$ cat src/rtl/lsu_wb_if.sv
// lsu_wb_if: groups the LSU issue, write-back and memory-bus signals into one bundle.
// Latency: none. This is wiring only; the i_/o_ prefixes are seen from the LSU side.
// Backpressure: o_stall holds the core. The bus request is held until i_mem_ack arrives.
interface lsu_wb_if;
    // issue side (from decode / ALU address path)
    logic        i_valid;
    logic        i_is_store;
    logic [2:0]  i_funct3;
    logic [31:0] i_addr;
    logic [31:0] i_st_data;
    logic [4:0]  i_rd_addr;
    // pipeline control and regfile write-back
    logic        o_stall;
    logic [4:0]  o_rd_addr;
    logic [31:0] o_rd_data;
    logic        o_rd_wren;
    // memory bus
    logic        o_mem_req;
    logic        o_mem_we;
    logic [31:0] o_mem_addr;
    logic [31:0] o_mem_wdata;
    logic [3:0]  o_mem_bmask;
    logic        i_mem_ack;
    logic [31:0] i_mem_rdata;
    logic        o_misaligned;

    // LSU side
    modport slave (
        input  i_valid, i_is_store, i_funct3, i_addr, i_st_data, i_rd_addr,
        input  i_mem_ack, i_mem_rdata,
        output o_stall, o_rd_addr, o_rd_data, o_rd_wren,
        output o_mem_req, o_mem_we, o_mem_addr, o_mem_wdata, o_mem_bmask,
        output o_misaligned
    );

    // core / memory side
    modport master (
        output i_valid, i_is_store, i_funct3, i_addr, i_st_data, i_rd_addr,
        output i_mem_ack, i_mem_rdata,
        input  o_stall, o_rd_addr, o_rd_data, o_rd_wren,
        input  o_mem_req, o_mem_we, o_mem_addr, o_mem_wdata, o_mem_bmask,
        input  o_misaligned
    );
endinterface

$ cat src/rtl/lsu_wb.sv
// lsu_wb: turns a load or store into one memory-bus access and produces the regfile write-back.
// Latency: 3 cycles minimum (issue, REQ with ack, RESP). Each bus wait cycle adds 1.
// Backpressure: o_stall is high while an access is outstanding. Optional LSU_MISALIGN_CHECK_EN traps misaligned H/W accesses.
module lsu_wb #(
    parameter int XLEN    = 32,
    parameter int ACK_TMO = 0
) (
    input  logic      i_clk,
    input  logic      i_rst,
    lsu_wb_if.slave   bus
);
    localparam int CW = (ACK_TMO > 1) ? $clog2(ACK_TMO) : 1;

    typedef enum logic [1:0] {S_IDLE, S_REQ, S_RESP} state_t;

    state_t           r_state;
    logic             r_is_store;
    logic [2:0]       r_funct3;
    logic [1:0]       r_off;
    logic [4:0]       r_rd;
    logic [CW-1:0]    r_tmo_cnt;
    logic             r_mem_req;
    logic             r_mem_we;
    logic [XLEN-1:0]  r_mem_addr;
    logic [XLEN-1:0]  r_mem_wdata;
    logic [3:0]       r_mem_bmask;
    logic [4:0]       r_rd_addr;
    logic [XLEN-1:0]  r_rd_data;
    logic             r_rd_wren;

    logic [1:0]       w_off;
    logic [XLEN-1:0]  w_wdata;
    logic [3:0]       w_bmask;
    logic [7:0]       w_byte;
    logic [15:0]      w_half;
    logic [XLEN-1:0]  w_ld_data;

    assign w_off = bus.i_addr[1:0];

`ifdef LSU_MISALIGN_CHECK_EN
    logic             r_misaligned;
    logic             w_misalign;
    // Halfwords must be 2-byte aligned. Words, including undefined funct3, must be 4-byte aligned.
    assign w_misalign = (bus.i_funct3[1:0] == 2'b01) ? w_off[0]
                      : (bus.i_funct3[1:0] == 2'b00) ? 1'b0
                      : (w_off != 2'b00);
    assign bus.o_misaligned = r_misaligned;
`else
    assign bus.o_misaligned = 1'b0;
`endif

    // Store lane replication and byte mask. Loads always read the full word.
    always_comb begin
        w_wdata = bus.i_st_data;
        w_bmask = 4'b1111;
        if (bus.i_is_store) begin
            case (bus.i_funct3[1:0])
                2'b00: begin
                    w_wdata = {4{bus.i_st_data[7:0]}};
                    w_bmask = 4'b0001 << w_off;
                end
                2'b01: begin
                    w_wdata = {2{bus.i_st_data[15:0]}};
                    w_bmask = 4'b0011 << {w_off[1], 1'b0};
                end
                default: begin
                    w_wdata = bus.i_st_data;
                    w_bmask = 4'b1111;
                end
            endcase
        end
    end

    // Select the addressed byte or halfword of the returned word, then extend it.
    always_comb begin
        w_byte = bus.i_mem_rdata[7:0];
        case (r_off)
            2'd1:    w_byte = bus.i_mem_rdata[15:8];
            2'd2:    w_byte = bus.i_mem_rdata[23:16];
            2'd3:    w_byte = bus.i_mem_rdata[31:24];
            default: w_byte = bus.i_mem_rdata[7:0];
        endcase
        w_half = r_off[1] ? bus.i_mem_rdata[31:16] : bus.i_mem_rdata[15:0];
        case (r_funct3)
            3'b000:  w_ld_data = {{24{w_byte[7]}}, w_byte};
            3'b001:  w_ld_data = {{16{w_half[15]}}, w_half};
            3'b100:  w_ld_data = {24'd0, w_byte};
            3'b101:  w_ld_data = {16'd0, w_half};
            default: w_ld_data = bus.i_mem_rdata;
        endcase
    end

    // Access sequencer: capture on issue, hold the request until ack or timeout, pulse write-back.
    always_ff @(posedge i_clk or negedge i_rst) begin
        if (!i_rst) begin
            r_state     <= S_IDLE;
            r_is_store  <= 1'b0;
            r_funct3    <= 3'd0;
            r_off       <= 2'd0;
            r_rd        <= 5'd0;
            r_tmo_cnt   <= '0;
            r_mem_req   <= 1'b0;
            r_mem_we    <= 1'b0;
            r_mem_addr  <= '0;
            r_mem_wdata <= '0;
            r_mem_bmask <= 4'd0;
            r_rd_addr   <= 5'd0;
            r_rd_data   <= '0;
            r_rd_wren   <= 1'b0;
`ifdef LSU_MISALIGN_CHECK_EN
            r_misaligned <= 1'b0;
`endif
        end else begin
            case (r_state)
                S_IDLE: begin
                    if (bus.i_valid) begin
                        r_is_store <= bus.i_is_store;
                        r_funct3   <= bus.i_funct3;
                        r_off      <= w_off;
                        r_rd       <= bus.i_rd_addr;
                        r_tmo_cnt  <= '0;
`ifdef LSU_MISALIGN_CHECK_EN
                        if (w_misalign) begin
                            // Trap without touching the bus.
                            r_misaligned <= 1'b1;
                            r_state      <= S_RESP;
                        end else
`endif
                        begin
                            r_mem_req   <= 1'b1;
                            r_mem_we    <= bus.i_is_store;
                            r_mem_addr  <= {bus.i_addr[31:2], 2'b00};
                            r_mem_wdata <= w_wdata;
                            r_mem_bmask <= w_bmask;
                            r_state     <= S_REQ;
                        end
                    end
                end
                S_REQ: begin
                    if (bus.i_mem_ack) begin
                        r_mem_req <= 1'b0;
                        r_mem_we  <= 1'b0;
                        r_state   <= S_RESP;
                        if (!r_is_store) begin
                            r_rd_addr <= r_rd;
                            r_rd_data <= w_ld_data;
                            r_rd_wren <= (r_rd != 5'd0);
                        end
                    end else if ((ACK_TMO > 0) && (r_tmo_cnt == CW'(ACK_TMO - 1))) begin
                        // Abandon the access. RESP still releases the core, but nothing is written back.
                        r_mem_req <= 1'b0;
                        r_mem_we  <= 1'b0;
                        r_state   <= S_RESP;
                    end else begin
                        r_tmo_cnt <= r_tmo_cnt + CW'(1);
                    end
                end
                S_RESP: begin
                    r_rd_wren <= 1'b0;
`ifdef LSU_MISALIGN_CHECK_EN
                    r_misaligned <= 1'b0;
`endif
                    r_state   <= S_IDLE;
                end
                default: r_state <= S_IDLE;
            endcase
        end
    end

    // The core stalls in the issue cycle and in every REQ cycle. It advances on the RESP edge.
    assign bus.o_stall     = (r_state == S_IDLE) ? bus.i_valid : (r_state == S_REQ);
    assign bus.o_mem_req   = r_mem_req;
    assign bus.o_mem_we    = r_mem_we;
    assign bus.o_mem_addr  = r_mem_addr;
    assign bus.o_mem_wdata = r_mem_wdata;
    assign bus.o_mem_bmask = r_mem_bmask;
    assign bus.o_rd_addr   = r_rd_addr;
    assign bus.o_rd_data   = r_rd_data;
    assign bus.o_rd_wren   = r_rd_wren;
endmodule

$ cat src/flat_wrapper.sv
// flat-port wrapper written by rule: the top's interface ports become plain ports
module lsu_wb_flat 
#(
    parameter int XLEN    = 32,
    parameter int ACK_TMO = 0
)
  (i_clk, i_rst, bus_i_valid, bus_i_is_store, bus_i_funct3, bus_i_addr, bus_i_st_data, bus_i_rd_addr, bus_i_mem_ack, bus_i_mem_rdata, bus_o_stall, bus_o_rd_addr, bus_o_rd_data, bus_o_rd_wren, bus_o_mem_req, bus_o_mem_we, bus_o_mem_addr, bus_o_mem_wdata, bus_o_mem_bmask, bus_o_misaligned);
  lsu_wb_if bus_i ();
  input  logic i_clk;
  input  logic i_rst;
  input wire logic [$bits(bus_i.i_valid)-1:0] bus_i_valid;
  input wire logic [$bits(bus_i.i_is_store)-1:0] bus_i_is_store;
  input wire logic [$bits(bus_i.i_funct3)-1:0] bus_i_funct3;
  input wire logic [$bits(bus_i.i_addr)-1:0] bus_i_addr;
  input wire logic [$bits(bus_i.i_st_data)-1:0] bus_i_st_data;
  input wire logic [$bits(bus_i.i_rd_addr)-1:0] bus_i_rd_addr;
  input wire logic [$bits(bus_i.i_mem_ack)-1:0] bus_i_mem_ack;
  input wire logic [$bits(bus_i.i_mem_rdata)-1:0] bus_i_mem_rdata;
  output wire logic [$bits(bus_i.o_stall)-1:0] bus_o_stall;
  output wire logic [$bits(bus_i.o_rd_addr)-1:0] bus_o_rd_addr;
  output wire logic [$bits(bus_i.o_rd_data)-1:0] bus_o_rd_data;
  output wire logic [$bits(bus_i.o_rd_wren)-1:0] bus_o_rd_wren;
  output wire logic [$bits(bus_i.o_mem_req)-1:0] bus_o_mem_req;
  output wire logic [$bits(bus_i.o_mem_we)-1:0] bus_o_mem_we;
  output wire logic [$bits(bus_i.o_mem_addr)-1:0] bus_o_mem_addr;
  output wire logic [$bits(bus_i.o_mem_wdata)-1:0] bus_o_mem_wdata;
  output wire logic [$bits(bus_i.o_mem_bmask)-1:0] bus_o_mem_bmask;
  output wire logic [$bits(bus_i.o_misaligned)-1:0] bus_o_misaligned;
  assign bus_i.i_valid = bus_i_valid;
  assign bus_i.i_is_store = bus_i_is_store;
  assign bus_i.i_funct3 = bus_i_funct3;
  assign bus_i.i_addr = bus_i_addr;
  assign bus_i.i_st_data = bus_i_st_data;
  assign bus_i.i_rd_addr = bus_i_rd_addr;
  assign bus_i.i_mem_ack = bus_i_mem_ack;
  assign bus_i.i_mem_rdata = bus_i_mem_rdata;
  assign bus_o_stall = bus_i.o_stall;
  assign bus_o_rd_addr = bus_i.o_rd_addr;
  assign bus_o_rd_data = bus_i.o_rd_data;
  assign bus_o_rd_wren = bus_i.o_rd_wren;
  assign bus_o_mem_req = bus_i.o_mem_req;
  assign bus_o_mem_we = bus_i.o_mem_we;
  assign bus_o_mem_addr = bus_i.o_mem_addr;
  assign bus_o_mem_wdata = bus_i.o_mem_wdata;
  assign bus_o_mem_bmask = bus_i.o_mem_bmask;
  assign bus_o_misaligned = bus_i.o_misaligned;
  lsu_wb #(.XLEN(XLEN), .ACK_TMO(ACK_TMO)) u_core (.i_clk(i_clk), .i_rst(i_rst), .bus(bus_i));
endmodule
$ cat config.mk
export PLATFORM = sky130hd
export DESIGN_NAME = lsu_wb_flat
export DESIGN_NICKNAME = d
export VERILOG_FILES = /design/src/rtl/lsu_wb_if.sv /design/src/rtl/lsu_wb.sv /design/src/flat_wrapper.sv
export SDC_FILE = /design/constraint.sdc
export NUM_CORES = 1
export LEC_CHECK = 0
export CAP_MARGIN = 20
export CORE_MARGIN = 2
export CORE_UTILIZATION = 44
export CTS_CLUSTER_DIAMETER = 40
export CTS_CLUSTER_SIZE = 12
export DETAILED_ROUTE_END_ITERATION = 16
export PLACE_DENSITY = 0.81
export SLEW_MARGIN = 15
export SYNTH_ARGS = -nofsm -noshare
export SYNTH_HDL_FRONTEND = slang
export SYNTH_SLANG_ARGS = --single-unit
$ cat constraint.sdc
create_clock -name i_clk -period 1.62 [get_ports i_clk]
set_input_delay 0.243 -clock i_clk [delete_from_list [all_inputs] [get_ports i_clk]]
set_output_delay 0.243 -clock i_clk [all_outputs]
set_load 0.05 [all_outputs]
==> results.yml, run 1 <==
outcome:
  outcome: "finished clean"
floorplan:
  die_height_um: 115
  initial_utilization_pct: 45.0
  die_x_um: 115
  pin_count: 219
  fp-row-count: 40
  core-area_mm2: 0.0120
  die_area_mm2: 0.0132
pwr:
  p_total_w: 0.0198
  peakVddDrop_uv: 1360
  leakagePower_nw: 4.09
  power.density_mw_per_mm2: 2350
global_routing:
  gr-total-overflow: 0
  grt_pass1_wl_um: 26500
  antenna_found_initial: 0
  grt_max_degree: 42
  grt_pass1_vias: 5312
  grt.total_usage_pct: 25.9
routing:
  final_antenna_net_count: 0
  post-route-drc-count: 0
  vias: 5263
  wl_um: 16800
  drt_iter0_markers: 452
  wire_per_inst_um: 16.7
  vias_per_cell: 5.24
  first_pass_iters: 5
logic_synthesis:
  syn_area_mm2: 0.00541
  syn_inst: 610
  syn_avg_cell_area_um2: 8.87
  netlist-cell-type-count: 37
  yosys_warnings: 0
  yosysTopAreaCell: "dfrtp_1"
  ys_seq_area_share_pct: 55.1
  synth_seq_cells: 119
  synthTopCellsByArea: "dfrtp_1 55%, nand2_1 17%, nand3_1 3.0%, mux2i_1 2.6%, o21ai_0 2.6%"
  yosysTopAreaCellShare_pct: 55.1
clock_network:
  clkLatencyLatePin_ns: 0.41
  htree_levels: 4
  cts.clk_slew.worst_paths_ns: 0.06
  cts_tree: "done"
  cts_buffers: 17
  cts.sinks: 119
  clock_path_buffers: 2
  clock-root-buffer: "clkbuf_16"
  cts_setup_buffers: 0
sta:
  fmax_mhz: 644
  min_period_ns: 1.55
  fin_skew_ns: 0.00648
  hold_viol: 0
  period_share_pct: 95.8
  finalSetupViolations: 0
  drv_slew: 0
  fin_ws_ns: 0.0679
cells_and_area:
  areaGrowthSynthToFinish_pct: 55.5
  stdcell_count: 1004
  drive_gt1_share_pct: 24.2
  fin_area_mm2: 0.00841
  n_antenna_cell: 0
  num-nets-final: 953
worst_setup_path:
  cp.required_ns: 1.38
  path_class: "reg2out"
  crit_fanout: 6
  crit_path_frequent_cell: "nor2_2"
  ff2ff_path_depth: 5
  path_cells: "buf_4 -> nor2_2 -> nor2_2 -> buf_12"
  crit_arrival_ns: 1.31
  end_kind: "output pin"
  max_stage_delay_ns: 0.39
  critPathLaunchType: "register"
  rr_startpoint: "u_core.r_off[0]$_DFFE_PN0P_"
  cpMaxStageDelayCell: "dfrtp_1"
  ff2ff_setup_slack_ns: 0.07
  r2r_end: "u_core.bus.o_rd_data[21]$_DFFE_PN0P_"
place:
  gp_congestion: 0.887
  dp_slack_ns: -0.187
  port_buffers: 215
  dpl.hpwl_um: 12600
  dp.cells: 971
  placed_cell_area_mm2: 0.00775
min_path:
  hp-class: "in2async"
run:
  max_cap_violations: 0
-- layer usage --
| metal | up-vias | wire length (um) | track usage (%) |
|---|---|---|---|
| met4 | 0 | 429 | 11.4 |
| met1 | 2501 | 6740 | 31.4 |
| li1 | 2490 | - | - |
| met3 | 36 | 1400 | 7.59 |
| met2 | 236 | 8240 | 43.2 |
| met5 | - | 0 | 0 |
-- state kept, by name (all words and copies together), names as in the netlist, 3 cells and up --
signal / count
u_core.bus.o_mem_bmask: 4
u_core.bus.o_mem_wdata: 32
u_core.bus.o_mem_addr: 30
u_core.bus.o_rd_addr: 5
u_core.bus.o_rd_data: 32
u_core.r_rd: 5
u_core.r_funct3: 3
-- through the flow --
step / util, % / TNS (ns) / hold WS (ns)
CTS: 69.9 / 0 / 0.323
detailed placement: 64.5 / -4.42 / 0.205
floorplan: - / 0 / -0.0526
global route: 70.0 / -0.0155 / 0.344
global placement: 64.5 / -1.46 / 0.197
finish: 70.0 / 0 / 0.316
-- final cells by class --
class                           count  area [um2]
Clock buffer                       20         467
Clock inverter                     12         174
Fill cell                         886        3600
Inverter                            4        15.0
Multi-Input combinational cell    447        2230
Sequential cell                   119        2980
Tap cell                          147         184
Timing Repair Buffer              255        2360
-- report_power, final --
part           internal, W  switching [W]
Combinational      0.00333        0.00712
Clock              0.00269        0.00136
Sequential         0.00437       0.000881
Total               0.0104        0.00937
-- how the worst max path moves through the flow --
stage,startpoint,end,cells after the start
2_1_floorplan,u_core.r_off[0]$_DFFE_PN0P_,u_core.bus.o_rd_data[21]$_DFFE_PN0P_,5
3_3_place_gp,bus_i_mem_rdata[15],u_core.bus.o_rd_data[8]$_DFFE_PN0P_,4
3_5_place_dp,bus_i_mem_ack,u_core.bus.o_rd_data[8]$_DFFE_PN0P_,5
4_1_cts,u_core.r_state[1]$_DFFE_PN0P_,u_core.bus.o_rd_data[15]$_DFFE_PN0P_,4
5_1_grt,u_core.r_state[0]$_DFFE_PN0P_,bus_o_stall,4
6_report,u_core.r_state[0]$_DFFE_PN0P_,bus_o_stall,4
-- cell families after synthesis --
logic type / Yosys count / share of synthesized area [%]
simple gates: 335 / 25.4
other cells: 1 / 0.0693
mux: 24 / 5.09
buf+inv: 46 / 4.03
flops: 119 / 55.1
compound gates: 85 / 10.3
-- critical path, delay by kind of cell, from the launching register on --
family        cells  cell delay [ns]
buf+inv           2             0.32
flops             1             0.39
simple gates      2             0.19
-- timing repair --
| action | in CTS | in global routing |
|---|---|---|
| hold buffers | 1 | 0 |
| endpoints found under the setup margin | 0 | 9 |
| gates resized for setup | 0 | 3 |
| endpoints found under the hold margin | 27 | 0 |
-- cells in the mapped netlist --
cell,count
mux2i_1,14
o21bai_1,1
a211oi_1,1
o21ai_0,28
a22o_1,1
buf_4,3
a2bb2oi_1,1
nand2b_1,12
nand2_2,1
dfrtp_1,119
buf_2,21
o21ai_2,1
a21oi_1,12
nand4bb_1,1
clkbuf_1,17
o32ai_1,1
inv_1,4
nor2_2,1
o31ai_1,2
o22ai_1,1
nor2b_1,4
o221a_2,7
conb_1,1
buf_6,1
nand3_1,32
a21oi_4,1
a41oi_1,1
and2_1,2
a22oi_1,8
nor3_1,9
a31oi_1,18
mux2_2,8
nor2_1,28
and4bb_2,1
mux4_2,2
nand2_1,244
o21ba_2,1
-- cell usage in the layout, fill, tap and decap left out, drive strengths merged, types with 2 or more instances in the layout --
master	n
a21oi	13
a22oi	8
a31oi	18
and2	2
buf	147
bufinv	4
clkbuf	20
clkdlybuf4s50	107
clkinv	4
clkinvlp	4
conb	3
dfrtp	119
inv	4
mux2	8
mux2i	14
mux4	2
nand2	245
nand2b	12
nand3	32
nor2	29
nor2b	4
nor3	9
o21ai	29
o221a	7
o31ai	2
Power figures use the tool's default switching activity.
==> inputs of run 2 (changes only) <==
--- a/config.mk
+++ b/config.mk
@@ -5,8 +5,8 @@
 export SDC_FILE = /design/constraint.sdc
 export NUM_CORES = 1
 export LEC_CHECK = 0
-export CAP_MARGIN = 20
-export CORE_MARGIN = 2
+export CAP_MARGIN = 30
+export CORE_MARGIN = 4
 export CORE_UTILIZATION = 44
 export CTS_CLUSTER_DIAMETER = 40
 export CTS_CLUSTER_SIZE = 12
==> run 2 against run 1 <==
  * Final cell count is 0.30% higher
  * First-iteration DRC count is 1.5% higher
  * Via count hardly changed
  * Register-to-register slack better by 0.03 ns
  * Worst hold slack worse by 0.033 ns
  * Critical endpoint unchanged
==> results.yml, run 2 (synthesis results as in run 1) <==
outcome:
  outcome: "finished clean"
sta:
  hold_viol: 0
  min_period_ns: 1.53
  fmax_mhz: 653
  finalSetupViolations: 0
  rsz0062_at_grt: "no"
  drv_slew: 0
  holdWs_ns: 0.283
  fin_skew_ns: 0.0131
  period_share_pct: 94.5
global_routing:
  grt_max_degree: 47
  antenna_found_initial: 0
  gr-total-overflow: 0
  grt_pass1_wl_um: 27700
  grt.total_usage_pct: 24.6
  grt_pass1_vias: 5467
routing:
  vias_per_cell: 5.23
  vias: 5267
  drt_iter0_markers: 459
  wl_um: 17100
  first_pass_iters: 7
  final_antenna_net_count: 0
  wire_per_inst_um: 17.0
  post-route-drc-count: 0
run:
  max_cap_violations: 0
clock_network:
  clkLatencyLatePin_ns: 0.40
  cts.clk_slew.worst_paths_ns: 0.05
  clock-root-buffer: "clkbuf_16"
  clock_path_buffers: 2
  htree_levels: 4
  cts.sinks: 119
  cts_buffers: 17
  cts_tree: "done"
floorplan:
  core-area_mm2: 0.0120
  die_area_mm2: 0.0141
  initial_utilization_pct: 45.0
  pin_count: 219
  die_height_um: 119
  die_x_um: 119
  fp-row-count: 40
cells_and_area:
  final_common_cell: "nand2_1"
  post-route-util_pct: 69.6
  areaGrowthSynthToFinish_pct: 54.7
  nFillCells: 903
  fin_area_mm2: 0.00837
  n_antenna_cell: 0
  drive_gt1_share_pct: 24.3
  multi_input_area_mm2: 0.00223
  final_cell_mix: "242 x nand2_1, 140 x buf_4, 118 x dfrtp_1"
  regArea_mm2: 0.00298
  num-nets-final: 957
place:
  dpl.hpwl_um: 12800
  gp_congestion: 0.881
  placed_cell_area_mm2: 0.00774
  port_buffers: 215
min_path:
  hp-class: "in2async"
worst_setup_path:
  end_kind: "output pin"
  path_class: "reg2out"
  crit_arrival_ns: 1.29
  critPathLaunchType: "register"
  crit_start: "u_core.r_state[1]$_DFFE_PN0P_"
  ff2ff_setup_slack_ns: 0.10
  crit_fanout: 8
  cp.required_ns: 1.38
  rr_startpoint: "u_core.r_off[0]$_DFFE_PN0P_"
pwr:
  peakVddDrop_uv: 1300
  leakagePower_nw: 4.09
  power.density_mw_per_mm2: 2340
-- run 2: cell type report --
cell class | count | share of cell area [%]
inverters | 4 | 0.179
repair buffers | 259 | 28.1
flip-flops and latches | 119 | 35.6
multi-input cells | 447 | 26.6
well taps | 147 | 2.20
clock inverters | 9 | 1.47
clock buffers | 22 | 5.79
-- run 2: through the flow --
step | setup slack (ns) | TNS [ns] | power [W] | instances
finish | 0.0894 | 0 | 0.0196 | 1007
global route | 0.00452 | 0 | 0.0206 | 1007
CTS | 0.0129 | 0 | 0.0197 | 1007
detailed placement | -0.193 | -5.27 | 0.0157 | 975
global placement | -0.162 | -2.64 | 0.0155 | 975
floorplan | 0.127 | 0 | 0.0121 | 612
-- run 2: worst max-delay path, cell delays in order (launching register included) --
cell,delay [ns]
dfrtp_1,0.46
nor2_1,0.26
buf_12,0.18
-- run 2: worst paths after layout --
check | cells past startpoint | endpoint
setup / recovery | 2 | bus_o_stall
hold / removal | 2 | u_core.bus.o_rd_data[6]$_DFFE_PN0P_
setup reg to reg | 5 | u_core.bus.o_rd_data[25]$_DFFE_PN0P_
hold reg to reg | 2 | u_core.bus.o_mem_wdata[7]$_DFFE_PN0P_
max in group asynchronous | 3 | u_core.r_rd[4]$_DFFE_PN0P_
min in group i_clk | 3 | u_core.bus.o_mem_addr[11]$_DFFE_PN0P_
-- run 2: routing by layer --
metal / GRT usage, % / up-vias / wire length [um]
met5: 0 / - / 0
met4: 9.41 / 0 / 479
met3: 8.78 / 34 / 1470
met2: 40.5 / 252 / 8190
met1: 29.5 / 2487 / 6980
li1: - / 2494 / -
-- run 2: power by group --
group          switching, W  internal [W]  leakage (nW)
sequential         0.000916       0.00437          1.45
combinational       0.00711       0.00333          2.34
clock               0.00128       0.00256         0.302
-- run 2: timing repair --
| item | CTS | global route |
|---|---|---|
| gates resized for setup | 0 | 3 |
| hold buffers | 1 | 0 |
| setup endpoints to repair | 0 | 16 |
| setup buffers | 0 | 0 |
| hold endpoints to repair | 17 | 0 |
